===== config.mk =====
export PLATFORM = sky130hd
export DESIGN_NAME = ram_arbiter
export DESIGN_NICKNAME = d
export VERILOG_FILES = /design/src/rtl/ram_arbiter.sv
export SDC_FILE = /design/constraint.sdc
export NUM_CORES = 1
export LEC_CHECK = 0
export CAP_MARGIN = 25
export CORE_MARGIN = 5
export CORE_UTILIZATION = 41
export CTS_CLUSTER_SIZE = 40
export DETAILED_ROUTE_END_ITERATION = 10
export HOLD_SLACK_MARGIN = 0.08
export PLACE_DENSITY = 0.83
export RECOVER_POWER = 50
export SETUP_SLACK_MARGIN = 0.5
export SYNTH_ARGS = -nofsm -noshare
export SYNTH_HDL_FRONTEND = slang
export SYNTH_SLANG_ARGS = --single-unit

===== constraint.sdc =====
create_clock -name i_clk -period 2 [get_ports i_clk]
set_clock_uncertainty 0.15 [all_clocks]
set_input_delay 0.3 -clock i_clk [delete_from_list [all_inputs] [get_ports i_clk]]
set_output_delay 0.3 -clock i_clk [all_outputs]
set_load 0.005 [all_outputs]

===== src/rtl/ram_arbiter.sv =====
// Two-master (cpu/dbg) sequencer for the RAM: IDLE -> ADDR -> DATA, one access per 3 clocks.
// Build option: RAM_ARB_CPU_PRIORITY_EN selects fixed cpu priority instead of round-robin.
module ram_arbiter #(
  parameter int ADDR_WIDTH = 8,
  parameter int DATA_WIDTH = 8
) (
  input  logic                  i_clk,
  input  logic                  i_nReset,
  input  logic                  i_cpuReq,
  input  logic                  i_cpuWe,
  input  logic                  i_cpuSel,
  input  logic [ADDR_WIDTH-1:0] i_cpuAddr,
  input  logic [DATA_WIDTH-1:0] i_cpuWData,
  output logic                  o_cpuGnt,
  output logic                  o_cpuDone,
  output logic                  o_cpuErr,
  output logic [DATA_WIDTH-1:0] o_cpuRData,
  input  logic                  i_dbgReq,
  input  logic                  i_dbgWe,
  input  logic                  i_dbgSel,
  input  logic [ADDR_WIDTH-1:0] i_dbgAddr,
  input  logic [DATA_WIDTH-1:0] i_dbgWData,
  output logic                  o_dbgGnt,
  output logic                  o_dbgDone,
  output logic                  o_dbgErr,
  output logic [DATA_WIDTH-1:0] o_dbgRData,
  output logic [ADDR_WIDTH-1:0] o_ramAddress,
  output logic                  o_ramAddressEn,
  output logic [DATA_WIDTH-1:0] o_ramWriteData,
  output logic                  o_ramWriteEn,
  output logic                  o_ramReadDataSelect,
  output logic                  o_ramOutEnable,
  input  logic [DATA_WIDTH-1:0] i_ramReadData
);

  localparam logic [1:0] S_IDLE = 2'd0;
  localparam logic [1:0] S_ADDR = 2'd1;
  localparam logic [1:0] S_DATA = 2'd2;

  logic [1:0]            state_q, state_d;
  logic                  owner_q, owner_d;
  logic                  we_q, we_d;
  logic                  sel_q, sel_d;
  logic [ADDR_WIDTH-1:0] addr_q, addr_d;
  logic [DATA_WIDTH-1:0] wdata_q, wdata_d;
  logic [DATA_WIDTH-1:0] cpu_rdata_q, cpu_rdata_d;
  logic [DATA_WIDTH-1:0] dbg_rdata_q, dbg_rdata_d;
  logic                  cpu_done_q, cpu_done_d;
  logic                  cpu_err_q, cpu_err_d;
  logic                  dbg_done_q, dbg_done_d;
  logic                  dbg_err_q, dbg_err_d;
  logic                  cpu_win, dbg_win;

`ifndef RAM_ARB_CPU_PRIORITY_EN
  // prio_q = 0: cpu wins the next tie, 1: dbg wins it
  logic                  prio_q, prio_d;
`endif

  always_comb begin
    cpu_win = 1'b0;
    dbg_win = 1'b0;
    if (i_nReset && state_q == S_IDLE) begin
`ifdef RAM_ARB_CPU_PRIORITY_EN
      cpu_win = i_cpuReq;
      dbg_win = i_dbgReq & ~i_cpuReq;
`else
      cpu_win = i_cpuReq & (~i_dbgReq | ~prio_q);
      dbg_win = i_dbgReq & (~i_cpuReq | prio_q);
`endif
    end
  end

`ifndef RAM_ARB_CPU_PRIORITY_EN
  always_comb begin
    prio_d = prio_q;
    if (cpu_win) prio_d = 1'b1;
    else if (dbg_win) prio_d = 1'b0;
  end
`endif

  always_comb begin
    state_d     = state_q;
    owner_d     = owner_q;
    we_d        = we_q;
    sel_d       = sel_q;
    addr_d      = addr_q;
    wdata_d     = wdata_q;
    cpu_rdata_d = cpu_rdata_q;
    dbg_rdata_d = dbg_rdata_q;
    cpu_done_d  = 1'b0;
    cpu_err_d   = 1'b0;
    dbg_done_d  = 1'b0;
    dbg_err_d   = 1'b0;
    unique case (state_q)
      S_IDLE: begin
        if (cpu_win) begin
          state_d = S_ADDR;
          owner_d = 1'b0;
          we_d    = i_cpuWe;
          sel_d   = i_cpuSel;
          addr_d  = i_cpuAddr;
          wdata_d = i_cpuWData;
        end else if (dbg_win) begin
          state_d = S_ADDR;
          owner_d = 1'b1;
          we_d    = i_dbgWe;
          sel_d   = i_dbgSel;
          addr_d  = i_dbgAddr;
          wdata_d = i_dbgWData;
        end
      end
      S_ADDR: state_d = S_DATA;
      S_DATA: begin
        state_d = S_IDLE;
        if (owner_q) begin
          dbg_done_d = 1'b1;
          dbg_err_d  = we_q & ~sel_q;
          if (!we_q) dbg_rdata_d = i_ramReadData;
        end else begin
          cpu_done_d = 1'b1;
          cpu_err_d  = we_q & ~sel_q;
          if (!we_q) cpu_rdata_d = i_ramReadData;
        end
      end
      default: state_d = S_IDLE;
    endcase
  end

  always_ff @(posedge i_clk or negedge i_nReset) begin
    if (!i_nReset) begin
      state_q     <= S_IDLE;
      owner_q     <= 1'b0;
      we_q        <= 1'b0;
      sel_q       <= 1'b0;
      addr_q      <= '0;
      wdata_q     <= '0;
      cpu_rdata_q <= '0;
      dbg_rdata_q <= '0;
      cpu_done_q  <= 1'b0;
      cpu_err_q   <= 1'b0;
      dbg_done_q  <= 1'b0;
      dbg_err_q   <= 1'b0;
`ifndef RAM_ARB_CPU_PRIORITY_EN
      prio_q      <= 1'b0;
`endif
    end else begin
      state_q     <= state_d;
      owner_q     <= owner_d;
      we_q        <= we_d;
      sel_q       <= sel_d;
      addr_q      <= addr_d;
      wdata_q     <= wdata_d;
      cpu_rdata_q <= cpu_rdata_d;
      dbg_rdata_q <= dbg_rdata_d;
      cpu_done_q  <= cpu_done_d;
      cpu_err_q   <= cpu_err_d;
      dbg_done_q  <= dbg_done_d;
      dbg_err_q   <= dbg_err_d;
`ifndef RAM_ARB_CPU_PRIORITY_EN
      prio_q      <= prio_d;
`endif
    end
  end

  // program-section writes are dropped: no strobe, only Err
  assign o_cpuGnt            = cpu_win;
  assign o_dbgGnt            = dbg_win;
  assign o_cpuDone           = cpu_done_q;
  assign o_cpuErr            = cpu_err_q;
  assign o_cpuRData          = cpu_rdata_q;
  assign o_dbgDone           = dbg_done_q;
  assign o_dbgErr            = dbg_err_q;
  assign o_dbgRData          = dbg_rdata_q;
  assign o_ramAddress        = addr_q;
  assign o_ramAddressEn      = (state_q == S_ADDR);
  assign o_ramWriteEn        = (state_q == S_DATA) & we_q & sel_q;
  assign o_ramWriteData      = o_ramWriteEn ? wdata_q : '0;
  assign o_ramOutEnable      = (state_q == S_DATA) & ~we_q;
  assign o_ramReadDataSelect = (state_q == S_DATA) & (sel_q | we_q);

endmodule


# After elaboration in Yosys (flattened, before gate mapping)
# Cells that the tools add are included.
# word_totals
output_inout_bits,42
elab_cells,64
input_bits,48
ff_bits,42
# classes
reduce_logical,6
eq_ne,3
mux,26
bitwise_logic,16
# ops
operator,n
8-bit 2-to-1 mux,5
1-bit 2-to-1 mux,18
1-bit bitwise AND,7
1-bit NOT,6
3-bit AND reduction,2
2-bit 2-to-1 mux,2
2-bit case mux with 2 select lines,1
3-bit inequality test (second input constant),1
1-bit OR,3
2-bit by 1-bit equality test with 1-bit output (second input constant),1
2-bit equality test (second input constant),1
2-bit logical NOT,1
2-bit AND reduction,1
2-bit nonzero test,1
1-bit logical AND,1

# Logic depth before layout (Yosys ltp)
# logic_depth
depth_word,7
depth_mapped,6
mapped_depth_nobuf,3

# Worst setup path after synthesis
# No wires, ideal clock.
# synth_path
path_kind,flip-flop to output port
from,register we_q
to,output o_ramWriteData[0]
path_stages_with_launch,5
path_buffers,2
required_time_ns,1.550
t_arrival_ns,1.159
path_slack_ns,0.391
cell_sequence,dfrtp_1 clkbuf_1 and3_1 clkbuf_1 and2_1
# synth_between
elab_chain_cells,3
# synth_lines
item,line,text
start: declaration,42,"logic we_q, we_d;"
start signal: assignment,149,we_q <= we_d;
1-bit bitwise AND (2 in a row),176,assign o_ramWriteEn = (state_q == S_DATA) & we_q & sel_q;
net o_ramWriteEn,30,"output logic o_ramWriteEn,"
8-bit 2-to-1 mux,177,assign o_ramWriteData = o_ramWriteEn ? wdata_q : '0;
end: declaration,29,"output logic [DATA_WIDTH-1:0] o_ramWriteData,"
# The timed path passes the listed nets, and every way through them passes these cells.

# Final worst setup path
# layout_path
from,register state_q[0]
to,output o_dbgGnt
# layout_between
elab_chain_cells,3
# layout_lines
item,line,text
start: declaration,40,"logic [1:0] state_q, state_d;"
start signal: assignment,147,state_q <= state_d;
2-bit logical NOT,62,if (i_nReset && state_q == S_IDLE) begin
1-bit logical AND,62,
1-bit 2-to-1 mux,62,
end: declaration,23,"output logic o_dbgGnt,"
# Every way passes these cells.

==> impl_metrics.env <==
export IMPL_grt_ovfl_total=0
export IMPL_worstPathRequired_ns=1.55
export IMPL_diodes=0
export IMPL_htreeDepth=2
export IMPL_die_height_um=79.6
export IMPL_ys_top_cells_by_area="dfrtp_1 (53%), mux2_2 (9.1%), a31oi_1 (5.7%), a21oi_1 (4.5%), nand3_1 (4.5%)"
export IMPL_endpoint_kind="output pin"
export IMPL_min_to="o_cpuRData[1]"
export IMPL_clkLatencyLatePin_ns=0.30
export IMPL_syn2layout_area_growth_pct=89.4
export IMPL_setup_viol=2
export IMPL_fmax_mhz=481
export IMPL_finalCriticalPeriod_ns=2.08
export IMPL_critPathKind="flip-flop to output pin"
export IMPL_violations="negative setup slack"
export IMPL_synth_top_area_share_pct=52.9
export IMPL_vias=2051
export IMPL_hold_violations=0
export IMPL_seqPwrFrac_pct=39.0
export IMPL_place_area_mm2=0.00299
export IMPL_power_frac_clock_pct=17.4
export IMPL_grt_pass1_vias=2034
export IMPL_p_sw_uw=1090
export IMPL_ys_top_cells_by_count="dfrtp_1 (42), a21oi_1 (18), a31oi_1 (18), nand3_1 (18), o21ai_0 (18)"
export IMPL_tightest_slew_ns=0.545
export IMPL_relSlewSlack_pct=63.7
export IMPL_ir_drop_mv=0.448
export IMPL_dp_hpwl_um=3910
export IMPL_io_buffers=89
export IMPL_synth_cell_area_mm2=0.00199
export IMPL_layout_cells_non_filler=382
export IMPL_post_place_cells=339
export IMPL_drive_gt1_share_pct=41.3
export IMPL_status="finished with violations"
export IMPL_ys_seq_area_share_pct=52.9
export IMPL_place_congestion=0.721
export IMPL_synth_distinct_cells=32
export IMPL_drc_errors=0
export IMPL_power_leakage_uw=0.00165
export IMPL_cts_tree="done"
export IMPL_holdCritPathClass="flip-flop to flip-flop"
export IMPL_antenna_found_initial=0
export IMPL_start_util_pct=42.1
export IMPL_fin_crit_sh_pct=104
export IMPL_syn_avg_cell_area_um2=11.0
export IMPL_syn_nets=228
export IMPL_synth_edf_count=0
export IMPL_routedWlPerCell_um=20.9
export IMPL_die_area_mm2=0.00634
export IMPL_netlist_instances=180
export IMPL_synth_most_common_cell="dfrtp_1"
export IMPL_grt_max_degree=43
export IMPL_drv_cap=0
export IMPL_yosysTopAreaCell="dfrtp_1"
export IMPL_ys_warn_count=0
export IMPL_ys_ff_latch=42
export IMPL_worstReg2RegStart="state_q[0]"
export IMPL_cts_buffers_inserted=5
export IMPL_cp_slowest_cell="dfrtp_2"
export IMPL_path_clk_slew_ns=0.09
export IMPL_rr_endpoint="owner_q"
export IMPL_synth_ff_type="dfrtp_1"
export IMPL_rsz0062_at_grt="yes"
export IMPL_cpPeakStageDelay_ns=0.45
export IMPL_die_x_um=79.6
export IMPL_hold_start="o_cpuRData[1]"
export IMPL_arrival_ns=1.63
export IMPL_num_nets_final=362
export IMPL_async_flop_share_pct=100
export IMPL_num_rows=25
export IMPL_finalInstanceArea_mm2=0.00377
export IMPL_drt_pass1_iter_count=4
export IMPL_cts_max_path_buffers=2
export IMPL_pwr_share_comb_pct=43.6
export IMPL_p_per_area_mw_per_mm2=890
export IMPL_regToRegSetupSlack_ns=-0.07
export IMPL_viasPerCell=5.37
export IMPL_clock_sinks=42
export IMPL_first_iter_violations=160
export IMPL_worstPathCellList="buf_6 > or3b_4 > a211oi_4 > buf_2"
export IMPL_critPathMaxFanout=3
export IMPL_r2r_cells=11
export IMPL_slew_violations=0
export IMPL_wirelength_um=7990
export IMPL_worst_slack_ns=-0.0805
export IMPL_clock_root_buffer="clkbuf_8"
export IMPL_ant_nets=0
export IMPL_sw_frac_of_total_pct=32.6
export IMPL_grt_pass1_wl_um=10400
export IMPL_ios=90
export IMPL_core_area_mm2=0.00472
export IMPL_track_usage_pct=21.7
export IMPL_hold_depth=1
export IMPL_p_int_uw=2260
export IMPL_cp_start_kind="flip-flop"
how the worst max path moves through the flow:
stage,startpoint,endpoint,slack (ns),depth (start not counted)
floorplan,state_q[1],o_dbgGnt,0.43,3
global placement,i_dbgReq,o_dbgGnt,-0.10,4
detailed placement,i_dbgReq,o_dbgGnt,-0.14,4
CTS,state_q[0],o_dbgGnt,-0.06,4
global route,state_q[0],o_dbgGnt,-0.1,4
finish,state_q[0],o_dbgGnt,-0.08,4
layout by cell type (no fill, tap or decap), drive strengths merged:
cell type      instances
clkbuf                 9
and2                  13
or3b                   1
inv                    4
buf                   59
clkdlybuf4s50         46
a21boi                 1
clkinvlp               1
nand3                 18
a21o                   1
a21oi                 18
a31oi                 18
mux2                  16
nor2b                  1
dlygate4sd3            1
nor3                   2
dfrtp                 42
dlygate4sd2           28
nor3b                  3
a211oi                 1
nand2b                 1
clkinv                 1
and3                   1
a21bo                  1
nand2                  2
and2b                  2
o21ai                 19
or2                    1
nor2                   4
critical path, delay by kind of cell, from the launching register on:
family	cells	cell delay, ns
DFF	1	0.45
and+or+nand+nor	1	0.42
AOI/OAI and AO/OA	1	0.18
buffers and inverters	2	0.28
kinds of logic after synthesis:
group	after synthesis	synth area share, %
DFF	42	52.9
AOI/OAI and AO/OA	59	17.4
muxes	16	9.06
and+or+nand+nor	46	14.8
buffers and inverters	17	5.85
layer usage:
layer / GRT usage [%] / wire, um / up-vias
met5: 0 / 0 / -
met4: 7.22 / 102 / 0
met3: 4.29 / 533 / 11
met2: 39.1 / 4280 / 105
met1: 25.6 / 3070 / 1013
li1: - / - / 922
area by class of cell:
type / count / area, um2
tap: 67 / 83.8
clock inverter: 3 / 25.0
clock buffer: 5 / 68.8
timing repair buffer: 138 / 1430
fill: 264 / 957
sequential: 42 / 1050
multi-input combinational: 124 / 1090
inverter: 3 / 11.3
registers in the layout, indices dropped and copies added (netlist names), 2 cells and up:
signal and flops:
wdata_q 8, state_q 2, o_ramAddress 8, o_dbgRData 8
o_cpuRData 8
power by group through the flow:
stage	Clock (uW)	Sequential, uW	Combinational, uW
2_1_floorplan	0	1300	444
3_3_place_gp	0	1280	1120
3_5_place_dp	0	1300	1150
4_1_cts	575	1280	1240
5_1_grt	618	1340	1540
6_report	581	1310	1460
metrics by stage:
stage | setup slack [ns] | TNS, ns | hold WS (ns) | util (%) | power (uW)
global placement | -0.101 | -0.113 | 0.339 | 63.2 | 2400
detailed placement | -0.141 | -0.434 | 0.344 | 63.2 | 2450
finish | -0.0805 | -0.152 | 0.359 | 79.7 | 3350
CTS | -0.0602 | -0.0602 | 0.362 | 71.4 | 3100
floorplan | 0.432 | 0 | -0.146 | - | 1740
global route | -0.0995 | -0.370 | 0.388 | 79.7 | 3500
repair_timing:
action                                  4_1_cts  5_1_grt
hold endpoints to repair                     42        0
hold buffers                                  1        0
gates resized for setup                     138       49
cloned                                        4        6
endpoints found under the setup margin       78       51
buffers inserted                             17        7
pin swaps                                    14       13
Note: power is estimated with default switching activity, not from simulation.
